[src/rtl/nd_1ton_buf_if.sv]
// Toggle-handshake channels of the nd_1ton_buf router node: one input channel and
// NUM_OUT output channels. master = peers (sender and receivers), slave = node.
`timescale 1ns/1ps

interface nd_1ton_buf_if #(
  parameter int unsigned DSZ     = 16,
  parameter int unsigned NUM_OUT = 2
);
  logic                   rcv0_req;
  logic                   rcv0_ack;
  logic [DSZ-1:0]         rcv0_dat;
  logic [NUM_OUT-1:0]     snd_req;
  logic [NUM_OUT-1:0]     snd_ack;
  logic [NUM_OUT*DSZ-1:0] snd_dat;

  modport master (
    output rcv0_req, rcv0_dat, snd_ack,
    input  rcv0_ack, snd_req, snd_dat
  );

  modport slave (
    input  rcv0_req, rcv0_dat, snd_ack,
    output rcv0_ack, snd_req, snd_dat
  );
endinterface

[src/rtl/nd_1ton_buf.sv]
// 1-to-NUM_OUT message router with an input FIFO and per-output holding registers.
// Define NS_ND_1TON_SYNC_EN to pass rcv0_req and snd_ack through 2-flop synchronizers.
`timescale 1ns/1ps

`ifndef NS_ADDRESS_SIZE
`define NS_ADDRESS_SIZE 8
`endif
`ifndef NS_DATA_SIZE
`define NS_DATA_SIZE 16
`endif
`ifndef NS_EQ_OP
`define NS_EQ_OP 3'd0
`endif
`ifndef NS_NE_OP
`define NS_NE_OP 3'd1
`endif
`ifndef NS_LT_OP
`define NS_LT_OP 3'd2
`endif
`ifndef NS_GT_OP
`define NS_GT_OP 3'd3
`endif
`ifndef NS_LE_OP
`define NS_LE_OP 3'd4
`endif
`ifndef NS_GE_OP
`define NS_GE_OP 3'd5
`endif

module nd_1ton_buf #(
  parameter int unsigned      ASZ     = `NS_ADDRESS_SIZE,
  parameter int unsigned      DSZ     = `NS_DATA_SIZE,
  parameter int unsigned      NUM_OUT = 2,
  parameter int unsigned      DEPTH   = 4,
  parameter logic [23:0]      OPER    = {8{`NS_GT_OP}},
  parameter logic [8*ASZ-1:0] REF_VAL = '0
) (
  input  logic                 i_clk,
  input  logic                 reset,
  output logic                 ready,
  output logic [$clog2(DEPTH):0] fifo_cnt,
  nd_1ton_buf_if.slave         bus
);

  localparam int unsigned PW = $clog2(DEPTH);
  localparam int unsigned CW = PW + 1;
  localparam int unsigned DW = $clog2(NUM_OUT);

  logic               rcv_req_s;
  logic [NUM_OUT-1:0] snd_ack_s;

`ifdef NS_ND_1TON_SYNC_EN
  logic [1:0]         req_sync_q;
  logic [NUM_OUT-1:0] ack_sync1_q;
  logic [NUM_OUT-1:0] ack_sync2_q;

  always_ff @(posedge i_clk) begin
    if (reset) begin
      req_sync_q  <= '0;
      ack_sync1_q <= '0;
      ack_sync2_q <= '0;
    end else begin
      req_sync_q  <= {req_sync_q[0], bus.rcv0_req};
      ack_sync1_q <= bus.snd_ack;
      ack_sync2_q <= ack_sync1_q;
    end
  end

  assign rcv_req_s = req_sync_q[1];
  assign snd_ack_s = ack_sync2_q;
`else
  assign rcv_req_s = bus.rcv0_req;
  assign snd_ack_s = bus.snd_ack;
`endif

  function automatic logic pred(input logic [2:0] op, input logic [ASZ-1:0] a,
                                input logic [ASZ-1:0] b);
    logic r;
    r = 1'b0;
    case (op)
      `NS_EQ_OP: r = (a == b);
      `NS_NE_OP: r = (a != b);
      `NS_LT_OP: r = (a < b);
      `NS_GT_OP: r = (a > b);
      `NS_LE_OP: r = (a <= b);
      `NS_GE_OP: r = (a >= b);
      default:   r = 1'b0;
    endcase
    return r;
  endfunction

  logic [DSZ-1:0]         mem_q [DEPTH];
  logic [PW-1:0]          wr_ptr_q;
  logic [PW-1:0]          rd_ptr_q;
  logic [CW-1:0]          cnt_q;
  logic                   rcv_ack_q;
  logic [NUM_OUT-1:0]     snd_req_q;
  logic [NUM_OUT*DSZ-1:0] snd_dat_q;
  logic                   ready_q;

  logic [DSZ-1:0] head;
  logic [DW-1:0]  dest;
  logic           push;
  logic           pop;

  assign head = mem_q[rd_ptr_q];

  // Scan downwards so the lowest matching output index wins.
  always_comb begin
    dest = '0;
    for (int k = NUM_OUT - 1; k >= 1; k--) begin
      if (pred(OPER[3*k +: 3], head[ASZ-1:0], REF_VAL[ASZ*k +: ASZ])) begin
        dest = DW'(k);
      end
    end
  end

  // Both decisions use pre-edge state: a full FIFO never accepts on the cycle it pops.
  assign push = (rcv_req_s != rcv_ack_q) && (cnt_q < CW'(DEPTH));
  assign pop  = (cnt_q != '0) && (snd_req_q[dest] == snd_ack_s[dest]);

  always_ff @(posedge i_clk) begin
    if (push) begin
      mem_q[wr_ptr_q] <= bus.rcv0_dat;
    end
  end

  always_ff @(posedge i_clk) begin
    if (reset) begin
      wr_ptr_q  <= '0;
      rd_ptr_q  <= '0;
      cnt_q     <= '0;
      rcv_ack_q <= 1'b0;
      snd_req_q <= '0;
      snd_dat_q <= '0;
      ready_q   <= 1'b0;
    end else begin
      ready_q <= 1'b1;
      if (push) begin
        wr_ptr_q  <= wr_ptr_q + PW'(1);
        rcv_ack_q <= ~rcv_ack_q;
      end
      if (pop) begin
        rd_ptr_q                   <= rd_ptr_q + PW'(1);
        snd_req_q[dest]            <= ~snd_req_q[dest];
        snd_dat_q[DSZ*dest +: DSZ] <= head;
      end
      cnt_q <= cnt_q + CW'(push) - CW'(pop);
    end
  end

  assign bus.rcv0_ack = rcv_ack_q;
  assign bus.snd_req  = snd_req_q;
  assign bus.snd_dat  = snd_dat_q;
  assign fifo_cnt     = cnt_q;
  assign ready        = ready_q;

endmodule
[src/flat_wrapper.sv]
// flat-port wrapper written by rule: the top's interface ports become plain ports
module nd_1ton_buf_flat 
#(
  parameter int unsigned      ASZ     = `NS_ADDRESS_SIZE,
  parameter int unsigned      DSZ     = `NS_DATA_SIZE,
  parameter int unsigned      NUM_OUT = 2,
  parameter int unsigned      DEPTH   = 4,
  parameter logic [23:0]      OPER    = {8{`NS_GT_OP}},
  parameter logic [8*ASZ-1:0] REF_VAL = '0
)
  (i_clk, reset, ready, fifo_cnt, bus_rcv0_req, bus_rcv0_dat, bus_snd_ack, bus_rcv0_ack, bus_snd_req, bus_snd_dat);
  nd_1ton_buf_if #(.DSZ(DSZ), .NUM_OUT(NUM_OUT)) bus_i ();
  input  logic i_clk;
  input  logic reset;
  output logic ready;
  output logic [$clog2(DEPTH):0] fifo_cnt;
  input wire logic [$bits(bus_i.rcv0_req)-1:0] bus_rcv0_req;
  input wire logic [$bits(bus_i.rcv0_dat)-1:0] bus_rcv0_dat;
  input wire logic [$bits(bus_i.snd_ack)-1:0] bus_snd_ack;
  output wire logic [$bits(bus_i.rcv0_ack)-1:0] bus_rcv0_ack;
  output wire logic [$bits(bus_i.snd_req)-1:0] bus_snd_req;
  output wire logic [$bits(bus_i.snd_dat)-1:0] bus_snd_dat;
  assign bus_i.rcv0_req = bus_rcv0_req;
  assign bus_i.rcv0_dat = bus_rcv0_dat;
  assign bus_i.snd_ack = bus_snd_ack;
  assign bus_rcv0_ack = bus_i.rcv0_ack;
  assign bus_snd_req = bus_i.snd_req;
  assign bus_snd_dat = bus_i.snd_dat;
  nd_1ton_buf #(.ASZ(ASZ), .DSZ(DSZ), .NUM_OUT(NUM_OUT), .DEPTH(DEPTH), .OPER(OPER), .REF_VAL(REF_VAL)) u_core (.i_clk(i_clk), .reset(reset), .ready(ready), .fifo_cnt(fifo_cnt), .bus(bus_i));
endmodule
[config.mk]
export PLATFORM = sky130hd
export DESIGN_NAME = nd_1ton_buf_flat
export DESIGN_NICKNAME = d
export VERILOG_FILES = /design/src/rtl/nd_1ton_buf_if.sv /design/src/rtl/nd_1ton_buf.sv /design/src/flat_wrapper.sv
export SDC_FILE = /design/constraint.sdc
export NUM_CORES = 1
export LEC_CHECK = 0
export ABC_CLOCK_PERIOD_IN_PS = 3300
export BUFFER_PORTS_ARGS = -buffer_cell sky130_fd_sc_hd__buf_2
export CAP_MARGIN = 20
export CORE_AREA = 2 2 105 107
export DETAILED_ROUTE_END_ITERATION = 10
export DIE_AREA = 0 0 107 109
export PLACE_DENSITY = 0.59
export SLEW_MARGIN = 30
export SYNTH_ARGS = -nofsm -noshare
export SYNTH_HDL_FRONTEND = slang
export SYNTH_SLANG_ARGS = --single-unit
[constraint.sdc]
create_clock -name i_clk -period 3.3 [get_ports i_clk]
set_input_delay 0.33 -clock i_clk [delete_from_list [all_inputs] [get_ports i_clk]]
set_output_delay 0.33 -clock i_clk [all_outputs]
set_load 0.01 [all_outputs]
==> results.md <==
* Hold-fix buffers at CTS at 0
* Setup CP Type: reg -> reg
* Logic gate share of total power at 0.296
* Vias/cell at 4.710
* # setup viols final at 0
* Post-Synthesis Cells at around 250
* Switching pwr at ~1.1 mW
* RSZ-0062 raised after global routing: no
* Maximum vdd drop at about 0.28 mV
* Input/output buffers at 59
* Post-route DRC at 0
* Final hold slack at ~0.19 ns
* P_int at approximately 2.5 mW
* Area Overhead vs Synth at 15.21%
* Crit path required time at ~3.5 ns
* Ant. Diodes at 0
* Synth Net Count at between 200 and 300
* CTS tree: done
* Area of the multi-input gates at between 1000 and 1500 µm²
* Slew Limit Fails at 0
* Clock Pin Slew Worst Setup and Hold Paths at about 0.10 ns
* Max_slew headroom at 0.4062
* Fmax at 330.7 MHz
* Htree depth at 3
* Post-CTS Resized at 0
* Final WL at ~7400 µm
* Worst R2R Setup Slack at roughly 0.28 ns
* Starting Density at 0.3894
* Critical path peak fanout at 6
* CTS Root Cell: clkbuf_8
* All-layer global routing usage at 0.1362
* Synth Register Bits at 109
* Synth Flop Type: edfxtp_1
* CP endpoint kind: flop
* Share of layout cells above drive strength 1 at 0.3261
* Hpwl dp at 5064 µm
* Drt initial violations at 97
* Total grt overflow at 0
* Fin crit period at 3.024 ns
* Initial antenna violation count at 0
* Largest area contributor in the netlist: edfxtp_1
* Vias at ~2.2k
* Sequential-to-total area share from yosys stat at 0.6836
* Vias in the first global route at ~2.3k
* Startpoint Class: flop
* Syn Std Cell Area at between 4000 and 5000 µm²
* Largest buffer count on any clock path at 2
* Hold Path Class: in -> reg
* Die area at roughly 12000 µm²
* ANT nets after route at 0
* Slowest CP cell: mux4_2
* CTS buffer count at 9
* Status: complete, no violations
* Die height at 109 µm
* PwrDens at between 700 and 800 nW/µm²
* Fin crit share at 0.9164
* Worst-Margin Slew at roughly 0.89 ns
* Post-synth EDFFs at 64
* Largest net degree at the start of global routing at 38
* Syn. warnings at 0
* Leak at around 1.9 nW
* Worst-Skew Late Latency at 0.35 ns
* Synth cell types at 31
* Most common cell in the synthesized netlist: edfxtp_1
* Pre-antenna DRT Iters at 4
* Arrival time worst endpoint at ~3.3 ns
* Num ports at 60
* Hold path cells at 1
* WL per Instance at 16.11 µm
* First-pass GRT wire length at 11770 µm
* Sw Ratio at 0.3036
* Rows at 38
* CP max stage delay at 0.55 ns
* Max Cap Viol at 0
* Post-synthesis async set-or-reset flop share at 0
* CP bufs+invs at 3
* Clock power share at 0.201
* R2r endpoint: u_core.fifo_cnt[2]
* FF/Latch Area at 2823 µm²
* Core ar. at 10600 µm²
* Average cell area after synthesis at 16.72 µm²
* Crit path cell chain: buf_4, mux4_2, nor4_4, buf_4, nand2_1, mux2i_1, mux2i_1, ha_1, inv_1, fa_1, xor2_1, xnor2_1, nor2_1
* FILL cells at between 900 and 1k
* CP top delay family: multiplexers
* Final net count at 344
* Fin. Hold Viols at 0
* Register-to-Register Path Depth at 13
* Top post-synthesis cells by area: edfxtp_1, dfxtp_1, mux2i_1
* Number of setup buffers added after CTS at 0
* Hold Path End: u_core.mem_q[1][12]
* Synth top cells by count: edfxtp_1, dfxtp_1, nor2_1
* Flop pwr share at 0.503
* Yosys top cell area share at 0.4655
* RePlAce Congestion at between 0.7 and 0.8
* Die width at roughly 110 µm
* Fin Setup TNS at 0 ns
* Clock skew at between 0.005 and 0.006 ns
* Hold wc startpoint: bus_rcv0_dat[12]
* # clock sinks at 109
## kinds of logic (layout without fill, tap and decap cells)
kind of cell,count (synthesis),in the layout,share of synthesized area
flip-flops,109,109,0.6836
AND/OR/NAND/NOR,58,58,0.07515
multiplexers,46,46,0.1642
buffers and inverters,17,92,0.03212
XOR/XNOR,8,8,0.01879
adder cells (fa/ha/maj),6,6,0.02000
AO/OA/AOI/OAI,3,3,0.006062
## per-stage QoR
stage	total power [mW]	cell area, µm²	utilization	setup slack [ns]	instances
after floorplan	2.589	4129	-	0.3544	247
after global placement	2.876	4588	0.4327	0.2858	446
after detailed placement	2.895	4588	0.4327	0.2452	446
after CTS	3.604	4757	0.4487	0.2338	462
after global routing	3.759	4757	0.4487	0.03683	462
final	3.550	4757	0.4487	0.2760	462
## worst reg2reg max path: cells and delay by family (launching register included)
kind / cells / cell delay [ns]
adders and majority gates: 2 / 0.53
and+or+nand+nor: 3 / 0.46
muxes: 3 / 0.84
xor gates and xnor gates: 2 / 0.30
DFF: 1 / 0.34
buffers and inverters: 3 / 0.41
## metal layers
metal | track usage | up-vias | share of wire
met4 | 0.06122 | 0 | 0.016
li1 | - | 1043 | -
met2 | 0.2302 | 49 | 0.50
met3 | 0.02510 | 11 | 0.037
met5 | 0 | - | 0
met1 | 0.1716 | 1073 | 0.45
## worst max-delay path by stage
stage | from | to | slack, ns | depth (start not counted)
CTS | flop | u_core.fifo_cnt[2] | 0.23 | 13
finish | flop | u_core.fifo_cnt[2] | 0.28 | 13
detailed placement | flop | u_core.fifo_cnt[2] | 0.25 | 13
global route | flop | u_core.fifo_cnt[2] | 0.04 | 13
global placement | flop | u_core.fifo_cnt[2] | 0.29 | 13
floorplan | flop | u_core.fifo_cnt[2] | 0.35 | 13
## registers in the layout (all words and copies together) (netlist names), named ones only
| signal | count |
|---|---|
| u_core.wr_ptr_q | 2 |
| u_core.bus.snd_dat | 32 |
| u_core.fifo_cnt | 3 |
| u_core.mem_q | 64 |
| u_core.bus.snd_req | 2 |
| u_core.rd_ptr_q | 2 |
| u_core.bus.rcv0_ack | 1 |
| u_core.ready | 1 |
## power by group through the flow
| stage | logic (mW) | clock network [mW] | registers (mW) |
|---|---|---|---|
| detailed placement | 1.07 | 0 | 1.82 |
| global placement | 1.06 | 0 | 1.82 |
| global route | 1.16 | 0.788 | 1.81 |
| finish | 1.05 | 0.712 | 1.79 |
| floorplan | 0.761 | 0 | 1.83 |
| CTS | 1.08 | 0.735 | 1.79 |
## layout make-up
cell class | instances | area share
clock buffers | 12 | 0.03051
repair buffers | 71 | 0.08101
clock inverters | 4 | 0.004997
well taps | 140 | 0.03682
flip-flops and latches | 109 | 0.5934
inverters | 5 | 0.003945
multi-input cells | 121 | 0.2493
## cells in the final DEF, fill, tap and decap left out, types with 4 or more instances in the layout
| master | synthesis | final |
|---|---|---|
| dfxtp_1 | 45 | 45 |
| buf_2 | 2 | 59 |
| edfxtp_1 | 64 | 64 |
| buf_4 | 0 | 12 |
| mux4_1 | 4 | 4 |
| ha_1 | 5 | 5 |
| mux2i_1 | 28 | 28 |
| xnor2_1 | 4 | 4 |
| mux4_2 | 12 | 12 |
| nor2_1 | 34 | 34 |
| clkbuf_8 | 0 | 10 |
| and3_1 | 8 | 8 |
| inv_1 | 5 | 5 |
| and2_1 | 5 | 5 |
No activity file was read; power rests on OpenSTA's default activity.
